File: config.mk
export PLATFORM = sky130hd
export DESIGN_NAME = image_proc_controller
export DESIGN_NICKNAME = d
export VERILOG_FILES = /design/src/rtl/img_pkg.sv /design/src/rtl/fb_write_mux.sv /design/src/rtl/image_proc_controller.sv
export SDC_FILE = /design/constraint.sdc
export NUM_CORES = 1
export LEC_CHECK = 0
export CELL_PAD_IN_SITES_DETAIL_PLACEMENT = 1
export CELL_PAD_IN_SITES_GLOBAL_PLACEMENT = 2
export CORE_ASPECT_RATIO = 1.4
export CORE_MARGIN = 1.5
export CORE_UTILIZATION = 42
export CTS_BUF_LIST = sky130_fd_sc_hd__clkbuf_4 sky130_fd_sc_hd__clkbuf_8
export DETAILED_ROUTE_END_ITERATION = 10
export DONT_BUFFER_PORTS = 1
export GPL_TIMING_DRIVEN = 1
export PLACE_DENSITY_LB_ADDON = 0.25
export RECOVER_POWER = 100
export SLEW_MARGIN = 20
export SYNTH_ARGS = -nofsm -noshare
export SYNTH_HDL_FRONTEND = slang
export SYNTH_SLANG_ARGS = --single-unit
File: constraint.sdc
create_clock -name clk -period 3 [get_ports clk]
set_input_delay 0.15 -clock clk [delete_from_list [all_inputs] [get_ports clk]]
set_output_delay 0.15 -clock clk [all_outputs]
set_load 0.01 [all_outputs]
File: src/rtl/img_pkg.sv
// Shared constants for the image-processing controller: frame geometry,
// algorithm and status codes, and controller state encodings.
package img_pkg;

  localparam int FB_WIDTH  = 640;
  localparam int FB_HEIGHT = 480;
  localparam int SRC_WIDTH = 160;

  localparam logic [1:0] ALG_NN  = 2'b00;
  localparam logic [1:0] ALG_PR  = 2'b01;
  localparam logic [1:0] ALG_DEC = 2'b10;
  localparam logic [1:0] ALG_BA  = 2'b11;

  localparam logic [1:0] ST_OK      = 2'b00;
  localparam logic [1:0] ST_TIMEOUT = 2'b01;
  localparam logic [1:0] ST_ABORT   = 2'b10;

  localparam logic [2:0] S_IDLE   = 3'd0;
  localparam logic [2:0] S_CLEAR  = 3'd1;
  localparam logic [2:0] S_LAUNCH = 3'd2;
  localparam logic [2:0] S_RUN    = 3'd3;
  localparam logic [2:0] S_DONE   = 3'd4;

endpackage

File: src/rtl/fb_write_mux.sv
// Registered framebuffer write port: the clear counter while clearing, or the
// bounds-checked datapath write while running. Idle cycles drive zeros.
module fb_write_mux
  import img_pkg::*;
#(
  parameter int         FB_SIZE     = FB_WIDTH * FB_HEIGHT,
  parameter logic [7:0] CLEAR_VALUE = 8'h00
) (
  input  logic        clk,
  input  logic        rst_n,
  input  logic        clear_sel_i,
  input  logic [18:0] clr_addr_i,
  input  logic        run_sel_i,
  input  logic [18:0] proc_addr_i,
  input  logic [7:0]  proc_pixel_i,
  output logic        ram_we_o,
  output logic [18:0] ram_wr_addr_o,
  output logic [7:0]  ram_wr_data_o
);

  localparam logic [19:0] FB_LIMIT = 20'(FB_SIZE);

  logic        ram_we_q, ram_we_d;
  logic [18:0] ram_wr_addr_q, ram_wr_addr_d;
  logic [7:0]  ram_wr_data_q, ram_wr_data_d;
  logic        in_range;

  assign in_range = ({1'b0, proc_addr_i} < FB_LIMIT);

  always_comb begin
    // NOTE: every output of this block gets a default first so no path leaves it unassigned (no latch).
    ram_we_d      = 1'b0;
    ram_wr_addr_d = '0;
    ram_wr_data_d = '0;
    if (clear_sel_i) begin
      ram_we_d      = 1'b1;
      ram_wr_addr_d = clr_addr_i;
      ram_wr_data_d = CLEAR_VALUE;
    end else if (run_sel_i && in_range) begin
      ram_we_d      = 1'b1;
      ram_wr_addr_d = proc_addr_i;
      ram_wr_data_d = proc_pixel_i;
    end
  end

  // NOTE: state registers use non-blocking assignments so every flop samples pre-edge values.
  always_ff @(posedge clk or negedge rst_n) begin
    if (!rst_n) begin
      ram_we_q      <= 1'b0;
      ram_wr_addr_q <= '0;
      ram_wr_data_q <= '0;
    end else begin
      ram_we_q      <= ram_we_d;
      ram_wr_addr_q <= ram_wr_addr_d;
      ram_wr_data_q <= ram_wr_data_d;
    end
  end

  assign ram_we_o      = ram_we_q;
  assign ram_wr_addr_o = ram_wr_addr_q;
  assign ram_wr_data_o = ram_wr_data_q;

endmodule

File: src/rtl/image_proc_controller.sv
// Per-frame sequencer for the scaling datapath: validate command, clear the
// framebuffer, restart and run the datapath under a watchdog, report status.
module image_proc_controller
  import img_pkg::*;
#(
  parameter int         FB_SIZE        = FB_WIDTH * FB_HEIGHT,
  parameter bit         CLEAR_EN       = 1'b1,
  parameter logic [7:0] CLEAR_VALUE    = 8'h00,
  parameter int         MAX_ZOOM       = 2,
  parameter int         TIMEOUT_CYCLES = 2000000
) (
  input  logic        clk,
  input  logic        rst_n,
  input  logic        cmd_valid,
  output logic        cmd_ready,
  input  logic [1:0]  cmd_alg,
  input  logic [2:0]  cmd_zoom,
  input  logic        abort,
  output logic        proc_enable,
  output logic [1:0]  proc_alg,
  output logic [2:0]  proc_zoom,
  input  logic [7:0]  proc_pixel,
  input  logic [18:0] proc_write_addr,
  input  logic        proc_done,
  output logic        ram_we,
  output logic [18:0] ram_wr_addr,
  output logic [7:0]  ram_wr_data,
  output logic        busy,
  output logic        frame_done,
  output logic [1:0]  status,
  output logic        cmd_err
);

  localparam int              WD_W     = $clog2(TIMEOUT_CYCLES + 1);
  localparam logic [WD_W-1:0] WD_LAST  = WD_W'(TIMEOUT_CYCLES - 1);
  localparam logic [18:0]     CLR_LAST = 19'(FB_SIZE - 1);
  localparam logic [2:0]      ZOOM_MAX = 3'(MAX_ZOOM);

  logic [2:0]      state_q, state_d;
  logic [18:0]     clr_cnt_q, clr_cnt_d;
  logic [WD_W-1:0] wd_q, wd_d;
  logic [1:0]      alg_q, alg_d;
  logic [2:0]      zoom_q, zoom_d;
  logic [1:0]      status_q, status_d;
  logic            cmd_err_q, cmd_err_d;
  logic            frame_done_q, proc_enable_q;
  logic            accept, zoom_ok;

  assign accept  = cmd_valid && (state_q == S_IDLE);
  assign zoom_ok = (cmd_zoom != 3'd0) && (cmd_zoom <= ZOOM_MAX);

  always_comb begin
    state_d   = state_q;
    clr_cnt_d = clr_cnt_q;
    wd_d      = wd_q;
    alg_d     = alg_q;
    zoom_d    = zoom_q;
    status_d  = status_q;
    cmd_err_d = 1'b0;
    case (state_q)
      S_IDLE: begin
        if (accept) begin
          if (zoom_ok) begin
            alg_d     = cmd_alg;
            zoom_d    = cmd_zoom;
            status_d  = ST_OK;
            clr_cnt_d = '0;
            state_d   = CLEAR_EN ? S_CLEAR : S_LAUNCH;
          end else begin
            cmd_err_d = 1'b1;
          end
        end
      end
      S_CLEAR: begin
        if (abort) begin
          state_d  = S_DONE;
          status_d = ST_ABORT;
        end else if (clr_cnt_q == CLR_LAST) begin
          state_d = S_LAUNCH;
        end else begin
          clr_cnt_d = clr_cnt_q + 19'd1;
        end
      end
      S_LAUNCH: begin
        wd_d = '0;
        if (abort) begin
          state_d  = S_DONE;
          status_d = ST_ABORT;
        end else begin
          state_d = S_RUN;
        end
      end
      S_RUN: begin
        // Priority: abort, then completion, then watchdog expiry.
        if (abort) begin
          state_d  = S_DONE;
          status_d = ST_ABORT;
        end else if (proc_done) begin
          state_d  = S_DONE;
          status_d = ST_OK;
        end else if (wd_q == WD_LAST) begin
          state_d  = S_DONE;
          status_d = ST_TIMEOUT;
        end else begin
          wd_d = wd_q + 1'b1;
        end
      end
      S_DONE:  state_d = S_IDLE;
      default: state_d = S_IDLE;
    endcase
  end

  always_ff @(posedge clk or negedge rst_n) begin
    if (!rst_n) begin
      state_q       <= S_IDLE;
      clr_cnt_q     <= '0;
      wd_q          <= '0;
      alg_q         <= '0;
      zoom_q        <= '0;
      status_q      <= ST_OK;
      cmd_err_q     <= 1'b0;
      frame_done_q  <= 1'b0;
      proc_enable_q <= 1'b0;
    end else begin
      state_q       <= state_d;
      clr_cnt_q     <= clr_cnt_d;
      wd_q          <= wd_d;
      alg_q         <= alg_d;
      zoom_q        <= zoom_d;
      status_q      <= status_d;
      cmd_err_q     <= cmd_err_d;
      frame_done_q  <= (state_d == S_DONE);
      proc_enable_q <= (state_d == S_RUN);
    end
  end

  // Datapath writes are taken only in RUN cycles that stay in RUN, so nothing lands in DONE.
  fb_write_mux #(
    .FB_SIZE    (FB_SIZE),
    .CLEAR_VALUE(CLEAR_VALUE)
  ) u_fb_write_mux (
    .clk          (clk),
    .rst_n        (rst_n),
    .clear_sel_i  (state_d == S_CLEAR),
    .clr_addr_i   (clr_cnt_d),
    .run_sel_i    ((state_q == S_RUN) && (state_d == S_RUN)),
    .proc_addr_i  (proc_write_addr),
    .proc_pixel_i (proc_pixel),
    .ram_we_o     (ram_we),
    .ram_wr_addr_o(ram_wr_addr),
    .ram_wr_data_o(ram_wr_data)
  );

  assign cmd_ready   = (state_q == S_IDLE);
  assign busy        = (state_q != S_IDLE);
  assign proc_enable = proc_enable_q;
  assign proc_alg    = alg_q;
  assign proc_zoom   = zoom_q;
  assign frame_done  = frame_done_q;
  assign status      = status_q;
  assign cmd_err     = cmd_err_q;

endmodule

==> flow_summary_export.csv, run 1 <==
group,metric,value,unit
outcome,status,"finished, violations left",
outcome,failed_checks,"design-rule violations, max-capacitance violations, max-slew violations",
floorplan,die_height,118,um
setup_path,path_class,"reg2reg",
yosys,netlist.area_leader.share,50.9,%
yosys,syn-cell-area,3980,um2
drt,vias_per_cell,5.97,
floorplan,die_w,85.3,um
finish,ff_latch_area,2030,um2
sta,setup_ws,0.513,ns
yosys,syn_area_per_cell,10.5,um2
setup_path,required,3.26,ns
yosys,yosys_register_bits,81,
global_routing,grt_pass1_wl,17500,um
yosys,ys_types,65,
global_routing,grt.total_usage,22.6,%
placement,dpl.hpwl,7320,um
sta,worst_pin_slew,1.96,ns
drt,drtIter0Drc,137,
finish,multi_input_area,1810,um2
sta,slew_headroom,-30.8,%
sta,rsz0062_at_grt,"no",
power_and_ir_drop,p_leak,0.00199,uW
sta,max_freq,402,MHz
finish,antennaDiodeCount,0,
yosys,yosysSeqAreaShare,50.9,%
setup_path,crit_path_max_fanout,6,
global_routing,grt_overflow,0,
yosys,yosysMostFrequentCell,"dfrtp_1",
yosys,synthFlopType,"dfrtp_1",
sta,timing.final.crit_share,82.9,%
drt,remaining_drc_errors,2,
floorplan,core,9130,um2
global_routing,antenna_found_initial,0,
clocking,clk_latency,0.38,ns
yosys,yosys_warnings,0,
clocking,clk_pin_slew_worst_paths,0.08,ns
flow_run,drv_cap,1,
power_and_ir_drop,finalPower,2680,uW
min_path,worst_hold_path_type,"in2reg",
yosys,synth_largest_area_cell,"dfrtp_1",
clocking,cts_max_path_buffers,2,
drt,ant_nets,0,
drt,firstDrtPassIters,7,
yosys,async_flop_share,100,%
setup_path,path_cells,"ha_1, nand3_1, nor3_1, and2_0, o311a_1, or3_1, a22o_1",
sta,tns,0,ns
setup_path,critPathLaunchType,"register",
sta,finClkSkew,0.0107,ns
clocking,cts_buffers,9,
finish,syn2layout_area_growth,15.7,%
setup_path,cp_top_family,"simple AND/OR/NAND/NOR gates",
placement,post-place-ws,0.612,ns
setup_path,crit_arrival,2.75,ns
finish,nNetsFinal,457,
clocking,cts_tree,"done",
drt,num_vias,3165,
drt,wl,10700,um
floorplan,start_util,43.6,%
power_and_ir_drop,powerDensity,583,nW/um2
yosys,synth_top_cells_by_area,"dfrtp_1 51%, a22o_1 4.0%, xnor2_1 3.7%, nor2_1 3.0%, nand2_1 2.8%",
finish,fillCellCount,1015,
clocking,cts.sinks,81,
setup_path,slowest_stage,"dfrtp_1",
setup_path,cp-end-kind,"register",
floorplan,die_area,10100,um2
placement,gp_congestion,0.794,
global_routing,grt_max_degree,82,
sta,drv_slew,82,
yosys,ys_top_cells_by_count,"81 x dfrtp_1, 32 x nor2_1, 30 x nand2_1",
finish,final_util,50.4,%
placement,io_buffers,0,
yosys,synth_cells,378,
setup_path,cpPeakStageDelay,0.43,ns
drt,wire_per_inst,20.2,um
floorplan,io_pins,77,
global_routing,grt_pass1_vias,3382,
yosys,synth-edff-count,0,
sta,final.min_clock_period,2.49,ns
power_and_ir_drop,irDropWorstVdd,0.295,mV
yosys,synth_fp_nets,417,
finish,final_layout_size_suffix_gt1_share,9.69,%
floorplan,fp-row-count,41,
clocking,cts-root-buf,"clkbuf_8",
clocking,htree_levels,3,
sta,setup_viol,0,
sta,hold_viol_final,0,
setup_path,critPathBufInv,0,
==> cells by family after synthesis <==
group	after synthesis	share of synthesized area [%]
AO/OA/AOI/OAI	85	15.6
XOR/XNOR	19	4.18
adder cells (fa/ha/maj)	2	0.628
buffers and inverters	24	3.17
flip-flops	81	50.9
multiplexers	6	1.67
AND/OR/NAND/NOR	161	23.9
==> state kept, by name, indices dropped and copies added, names as in the netlist <==
| register | flops |
|---|---|
| clr_cnt_q | 19 |
| cmd_err | 1 |
| frame_done | 1 |
| proc_alg | 2 |
| proc_enable | 1 |
| proc_zoom | 3 |
| state_q | 3 |
| status | 2 |
| u_fb_write_mux.ram_we_o | 1 |
| u_fb_write_mux.ram_wr_addr_o | 19 |
| u_fb_write_mux.ram_wr_data_o | 8 |
| wd_q | 21 |
==> cell usage in the layout (no fill, tap or decap), types with 11 or more instances in the layout <==
cell type and instances:
a21oi_1 12, nor2_1 32, nor3_1 12, dlygate4sd3_1 35, a22o_1 18, nand3_1 16
dfrtp_1 81, inv_1 11, nand2_1 30, o21ai_0 23, xnor2_1 17
==> what timing repair did <==
item | 4_1_cts | 5_1_grt
endpoints found under the hold margin | 115 | 0
hold buffers | 36 | 0
gates resized for setup | 0 | 0
setup buffers | 0 | 0
==> per-stage QoR <==
step	hold slack [ns]	std cells	area, um2
4_1_cts	0.0171	530	4660
3_5_place_dp	-0.143	478	4080
2_1_floorplan	-0.146	378	3980
6_report	0.0295	530	4600
5_1_grt	0.0167	530	4600
3_3_place_gp	-0.143	478	4080
==> final cells by class <==
class                   instances  area share (%)
inverters                      11           0.897
well taps                     107            2.91
clock buffers                  10            2.99
flip-flops and latches         81            44.0
repair buffers                 42            8.48
clock inverters                 6            1.41
multi-input cells             273            39.3
==> metal layers <==
layer / track usage [%] / part of all wire, % / vias to the layer above
met5: 0 / 0 / -
li1: - / - / 1472
met1: 25.3 / 39 / 1609
met3: 3.98 / 3.3 / 19
met2: 40.4 / 55 / 65
met4: 11.5 / 3.0 / 0
==> where the power goes <==
group          internal [uW]  switching (uW)  total, uW
clock network            408             423        831
logic                    200             363        564
registers               1180             110       1290
==> path summary, 6_finish.rpt <==
path | slack (ns) | to | startpoint | depth (start not counted)
worst max-delay path | 0.51 | u_fb_write_mux.ram_wr_addr_o[11]$_DFF_PN0_ | clr_cnt_q[0]$_DFF_PN0_ | 7
worst min-delay path | 0.03 | frame_done$_DFF_PN0_ | abort | 2
worst max register to register | 0.51 | u_fb_write_mux.ram_wr_addr_o[11]$_DFF_PN0_ | clr_cnt_q[0]$_DFF_PN0_ | 7
worst min register to register | 0.51 | clr_cnt_q[18]$_DFF_PN0_ | clr_cnt_q[18]$_DFF_PN0_ | 1
max in group asynchronous | 0.98 | state_q[1]$_DFF_PN0_ | rst_n | 2
min in group asynchronous | 0.88 | wd_q[6]$_DFFE_PN0P_ | rst_n | 2
(Power assumes the default switching activity.)
==> run 2: changes to the inputs <==
--- a/config.mk
+++ b/config.mk
@@ -5,11 +5,12 @@
 export SDC_FILE = /design/constraint.sdc
 export NUM_CORES = 1
 export LEC_CHECK = 0
+export ABC_AREA = 1
 export CELL_PAD_IN_SITES_DETAIL_PLACEMENT = 1
 export CELL_PAD_IN_SITES_GLOBAL_PLACEMENT = 2
 export CORE_ASPECT_RATIO = 1.4
 export CORE_MARGIN = 1.5
-export CORE_UTILIZATION = 42
+export CORE_UTILIZATION = 33
 export CTS_BUF_LIST = sky130_fd_sc_hd__clkbuf_4 sky130_fd_sc_hd__clkbuf_8
 export DETAILED_ROUTE_END_ITERATION = 10
 export DONT_BUFFER_PORTS = 1
==> constraint.sdc (replaced) <==
create_clock -name clk -period 2.2 [get_ports clk]
set_input_delay 0.11 -clock clk [delete_from_list [all_inputs] [get_ports clk]]
set_output_delay 0.11 -clock clk [all_outputs]
set_load 0.01 [all_outputs]
==> run 2 against run 1 <==
Effect of this change: combinational power up 3.7%; largest cell class is now multi-input combinational cells; worst setup slack worse by 0.28 ns; the flow now finishes without violations; clock power up 42%; wire length up 37%; global-route usage down 1.7 points; critical path type unchanged; die area up 48%; register-to-register slack worse by 0.28 ns; via count up 36%; sequential share of layout area down 6.4 points; sequential power up 40%.
==> flow_summary_export.csv, run 2 <==
group,metric,value,unit
drt,ant_nets,0,
sta,max_freq,508,MHz
flow_run,drv_cap,0,
floorplan,io_pins,77,
finish,instances_no_fill,878,
clocking,htree_levels,3,
min_path,worstHoldPathCells,3,
floorplan,core,13900,um2
sta,finClkSkew,0.0135,ns
sta,setup_viol,0,
floorplan,die_area,15000,um2
clocking,cts-root-buf,"clkbuf_8",
global_routing,grt_overflow,0,
sta,rsz0062_at_grt,"no",
sta,tns,0,ns
global_routing,grt_pass1_vias,4626,
setup_path,required,2.52,ns
yosys,syn-cell-area,4690,um2
global_routing,grt.total_usage,20.9,%
setup_path,rr_worst_depth,9,
yosys,syn_area_per_cell,7.21,um2
drt,drtIter0Drc,129,
power_and_ir_drop,p_leak,0.00263,uW
clocking,post-cts-setup-buffers,0,
finish,final_common_cell,"nand2_1",
global_routing,grt_pass1_wl,24100,um
finish,mostFrequentLayoutCells,"226 x nand2_1, 81 x dfrtp_1, 77 x nand3_1",
placement,gp_congestion,0.885,
setup_path,worst_path_most_repeated_cell,"nand2_1",
clocking,cts_tree,"done",
sta,worst_hold_slack,0.0266,ns
yosys,synthFlopType,"dfrtp_1",
clocking,cts_buffers,9,
floorplan,die_w,104,um
setup_path,cp-end-kind,"register",
sta,drv_slew,0,
clocking,clk_latency,0.37,ns
sta,final.min_clock_period,1.97,ns
finish,largest-register,"wd_q",
finish,nNetsFinal,727,
yosys,yosysMostFrequentCell,"nand2_1",
setup_path,cpPeakStageDelay,0.43,ns
clocking,cts_max_path_buffers,2,
yosys,ys_types,30,
setup_path,path_class,"reg2reg",
drt,firstDrtPassIters,6,
drt,wire_per_inst,16.6,um
setup_path,path_cells,"nor2_1, inv_2, nor2_2, o21ai_2, nand2_2, nand2_1, nand2_1, nand2_1, nand2_1",
global_routing,antenna_found_initial,0,
sta,hold_viol_final,0,
yosys,synth_top_cells_by_area,"dfrtp_1 43%, nand2_1 18%, nand3_1 8.2%, nor2_1 5.4%, inv_1 5.1%",
yosys,synth_largest_area_cell,"dfrtp_1",
power_and_ir_drop,powerDensity,661,nW/um2
floorplan,fp-row-count,51,
global_routing,grt_max_degree,82,
setup_path,critPathBufInv,1,
setup_path,crit_arrival,2.29,ns
finish,largest_reg_flops,21,
yosys,netlist.area_leader.share,43.2,%
finish,antennaDiodeCount,0,
setup_path,critPathLaunchType,"register",
clocking,cts.sinks,81,
clocking,clk_pin_slew_worst_paths,0.09,ns
yosys,synth_cells,651,
min_path,worst_hold_path_type,"in2reg",
finish,syn2layout_area_growth,14.9,%
drt,vias_per_cell,4.90,
sta,slew_headroom,23.2,%
placement,dpl.hpwl,10700,um
yosys,yosys_register_bits,81,
setup_path,crit_path_max_fanout,16,
floorplan,die_height,144,um
drt,remaining_drc_errors,0,
finish,final_layout_size_suffix_gt1_share,10.5,%
drt,num_vias,4300,
yosys,async_flop_share,100,%
sta,worst_pin_slew,1.15,ns
power_and_ir_drop,irDropWorstVdd,0.342,mV
setup_path,path_depth,9,
placement,dp.cells,828,
placement,io_buffers,0,
yosys,yosys_warnings,0,
yosys,ys_top_cells_by_count,"225 x nand2_1, 81 x dfrtp_1, 77 x nand3_1",
drt,wl,14600,um
outcome,status,"completed",
floorplan,start_util,33.7,%
setup_path,cp_top_family,"simple AND/OR/NAND/NOR gates",
setup_path,slowest_stage,"dfrtp_1",
yosys,yosysSeqAreaShare,43.2,%
sta,timing.final.crit_share,89.5,%
yosys,synth_fp_nets,690,
yosys,synth-edff-count,0,
run 2: kinds of logic (layout without fill, tap and decap cells):
group,after synthesis,after routing,share of synthesized area (%)
DFF,81,81,43.2
adders and majority gates,2,2,0.533
xor gates and xnor gates,19,19,3.55
buffers and inverters,87,129,8.42
AOI/OAI and AO/OA,26,26,3.23
and+or+nand+nor,436,436,41.1
run 2: metrics by stage:
step                      instance area (um2)  worst slack [ns]  utilization (%)  power, uW
final                                    5390             0.230             38.8       3570
after global routing                     5390            0.0222             38.8       3770
after CTS                                5430             0.151             39.0       3630
after detailed placement                 4860             0.173             35.0       2340
after global placement                   4860             0.270             35.0       2310
after floorplan                          4690             0.591                -       2160
run 2: what timing repair did:
item                                    in CTS  in global routing
gates resized for setup                      0                  3
hold buffers                                34                  0
endpoints found under the setup margin       0                  4
hold endpoints to repair                   120                  0
run 2: layer usage:
layer / track usage, % / vias up / routed length (um)
met5: 0 / - / 0
met3: 3.79 / 29 / 354
met4: 9.87 / 0 / 536
met2: 40.7 / 70 / 8110
met1: 21.8 / 2095 / 5600
li1: - / 2106 / -
run 2: worst reg2reg max path, cell delays in order, from the launching register on:
cell and delay [ns]:
dfrtp_1 0.43, nor2_1 0.31, inv_2 0.06, nor2_2 0.24, o21ai_2 0.13, nand2_2 0.33
nand2_1 0.10, nand2_1 0.17, nand2_1 0.08, nand2_1 0.06
run 2: power breakdown:
part | internal, uW | switching, uW | leakage (uW) | total, uW
Sequential | 1620 | 181 | 0.00111 | 1800
Combinational | 207 | 377 | 0.00142 | 585
Clock | 552 | 631 | 0.000101 | 1180
run 2: worst paths after layout:
check | from | to | slack (ns)
setup / recovery | state_q[2]$_DFF_PN0_ | u_fb_write_mux.ram_wr_addr_o[16]$_DFF_PN0_ | 0.23
hold / removal | abort | proc_enable$_DFF_PN0_ | 0.03
setup reg to reg | state_q[2]$_DFF_PN0_ | u_fb_write_mux.ram_wr_addr_o[16]$_DFF_PN0_ | 0.23
hold reg to reg | wd_q[5]$_DFFE_PN0P_ | wd_q[5]$_DFFE_PN0P_ | 0.52
max in group asynchronous | rst_n | clr_cnt_q[7]$_DFF_PN0_ | 0.92
min in group asynchronous | rst_n | u_fb_write_mux.ram_wr_data_o[5]$_DFF_PN0_ | 0.54
run 2: final cells by class:
class / count / area [um2]
clock buffer: 10 / 131
clock inverter: 6 / 72.6
fill: 1820 / 8520
inverter: 70 / 265
multi-input combinational: 483 / 2260
sequential: 81 / 2030
tap: 185 / 231
timing repair buffer: 43 / 403
==> run 3: changes to the inputs <==
--- a/config.mk
+++ b/config.mk
@@ -10,7 +10,7 @@
 export CELL_PAD_IN_SITES_GLOBAL_PLACEMENT = 2
 export CORE_ASPECT_RATIO = 1.4
 export CORE_MARGIN = 1.5
-export CORE_UTILIZATION = 33
+export CORE_UTILIZATION = 40
 export CTS_BUF_LIST = sky130_fd_sc_hd__clkbuf_4 sky130_fd_sc_hd__clkbuf_8
 export DETAILED_ROUTE_END_ITERATION = 10
 export DONT_BUFFER_PORTS = 1
==> constraint.sdc (replaced) <==
create_clock -name clk -period 2.45 [get_ports clk]
set_input_delay 0.1225 -clock clk [delete_from_list [all_inputs] [get_ports clk]]
set_output_delay 0.1225 -clock clk [all_outputs]
set_load 0.01 [all_outputs]
==> run 3 against run 2 <==
Effect of this change: the flow now finishes with violations (max-capacitance violations, max-slew violations); worst setup slack improved by 0.075 ns; sequential share of layout area increased by 0.98 points; largest cell class unchanged; count of clock-buffer cells in the layout decreased by 1; final cell count decreased by 5.5%; non-clock buffer count decreased by 7; die area decreased by 17%.
==> flow_summary_export.csv, run 3 (same netlist as run 2, synthesis figures left out) <==
group,metric,value,unit
clocking,cts_tree,"done",
clocking,cts_max_path_buffers,2,
clocking,htree_levels,3,
global_routing,grt_pass1_wl,22500,um
setup_path,cp-end-kind,"register",
sta,drv_slew,82,
finish,largest-register,"wd_q",
setup_path,crit_arrival,2.41,ns
finish,mostFrequentLayoutCells,"228 x nand2_1, 81 x dfrtp_1, 79 x nand3_1",
sta,finClkSkew,0.0117,ns
sta,hold_viol_final,0,
placement,dpl_cell_area,4760,um2
sta,worst_hold_slack,0.0428,ns
global_routing,grt_max_degree,82,
clocking,clk_pin_slew_worst_paths,0.09,ns
power_and_ir_drop,irDropWorstVdd,0.374,mV
floorplan,die_w,94.5,um
global_routing,grt_overflow,0,
finish,antennaDiodeCount,0,
power_and_ir_drop,finalPower,3060,uW
sta,timing.final.crit_share,87.5,%
setup_path,startpoint,"state_q[2]$_DFF_PN0_",
floorplan,io_pins,77,
sta,tns,0,ns
floorplan,fp-row-count,46,
sta,rsz0062_at_grt,"no",
min_path,worst_hold_path_type,"in2reg",
finish,final_common_cell,"nand2_1",
drt,vias_per_cell,5.15,
outcome,failed_checks,"max-capacitance violations, max-slew violations",
drt,remaining_drc_errors,0,
sta,worst_pin_slew,1.84,ns
floorplan,die_height,131,um
finish,final_layout_size_suffix_gt1_share,8.75,%
setup_path,reg2reg_slack,0.31,ns
finish,fillCellCount,1470,
placement,dpl.hpwl,9760,um
sta,setup_viol,0,
setup_path,path_class,"reg2reg",
global_routing,grt_pass1_vias,4602,
setup_path,critPathLaunchType,"register",
drt,ant_nets,0,
placement,io_buffers,0,
drt,wire_per_inst,16.3,um
finish,syn2layout_area_growth,12.0,%
setup_path,critPathCapture,"clr_cnt_q[1]$_DFF_PN0_",
floorplan,start_util,41.2,%
power_and_ir_drop,powerDensity,583,nW/um2
setup_path,rr_endpoint,"clr_cnt_q[1]$_DFF_PN0_",
drt,firstDrtPassIters,4,
floorplan,core,11400,um2
clocking,cts_buffers,9,
flow_run,drv_cap,1,
finish,final_area,5260,um2
setup_path,crit_path_max_fanout,19,
drt,num_vias,4277,
clocking,clk_latency,0.37,ns
finish,largest_reg_flops,21,
sta,final.min_clock_period,2.14,ns
global_routing,grt.total_usage,23.4,%
clocking,cts.sinks,81,
floorplan,die_area,12400,um2
setup_path,rr_worst_depth,10,
global_routing,antenna_found_initial,0,
setup_path,rr_startpoint,"state_q[2]$_DFF_PN0_",
finish,final_util,46.1,%
clocking,cts.repair.resized,0,
finish,nNetsFinal,720,
power_and_ir_drop,p_leak,0.00258,uW
clocking,cts-root-buf,"clkbuf_8",
drt,wl,13500,um
sta,slew_headroom,-22.7,%
outcome,status,"finished, violations left",
sta,max_freq,466,MHz
min_path,min_from,"abort",
setup_path,required,2.72,ns
drt,drtIter0Drc,114,
placement,gp_congestion,0.863,
[run 3: power by group]
group,internal (uW),switching (uW),total [uW]
Combinational,174,314,488
Clock,388,566,954
Sequential,1450,170,1620
[run 3: final cells by class]
cell class	instances	area, um2	share of cell area [%]
Clock buffer	9	124	2.36
Sequential cell	81	2030	38.6
Tap cell	144	180	3.43
Multi-Input combinational cell	483	2250	42.9
Inverter	70	263	5.00
Timing Repair Buffer	36	350	6.67
Clock inverter	7	58.8	1.12
[run 3: what timing repair did]
item | in CTS | in global routing
hold buffers | 34 | 0
hold endpoints to repair | 123 | 0
setup buffers | 0 | 0
[run 3: critical path, stage by stage (launching register included)]
cell and delay (ns):
dfrtp_1 0.43, nor2_1 0.32, inv_2 0.05, nor2_1 0.30, inv_1 0.21, nor2_4 0.15, nand2_4 0.11, nand2_4 0.23
inv_1 0.12, nand2_1 0.08, nand2_1 0.05
[run 3: worst min path at each step]
stage | endpoint | cells past startpoint
5_1_grt | proc_enable$_DFF_PN0_ | 3
3_5_place_dp | proc_zoom[2]$_DFFE_PN0P_ | 0
3_3_place_gp | proc_alg[1]$_DFFE_PN0P_ | 0
4_1_cts | proc_enable$_DFF_PN0_ | 3
6_report | proc_enable$_DFF_PN0_ | 3
2_1_floorplan | clr_cnt_q[0]$_DFF_PN0_ | 0
[run 3: metrics by stage]
stage                     std cells  worst slack (ns)
after CTS                       830             0.396
after global routing            830            0.0967
final                           830             0.305
after floorplan                 651             0.841
after global placement          780             0.489
after detailed placement        780             0.415
[run 3: layer usage]
metal | GRT usage [%] | up-vias | share of wire, %
met5 | 0 | - | 0
met4 | 8.21 | 0 | 2.1
met3 | 3.99 | 19 | 2.1
met2 | 44.4 | 55 | 56
met1 | 25.0 | 2103 | 40
li1 | - | 2100 | -
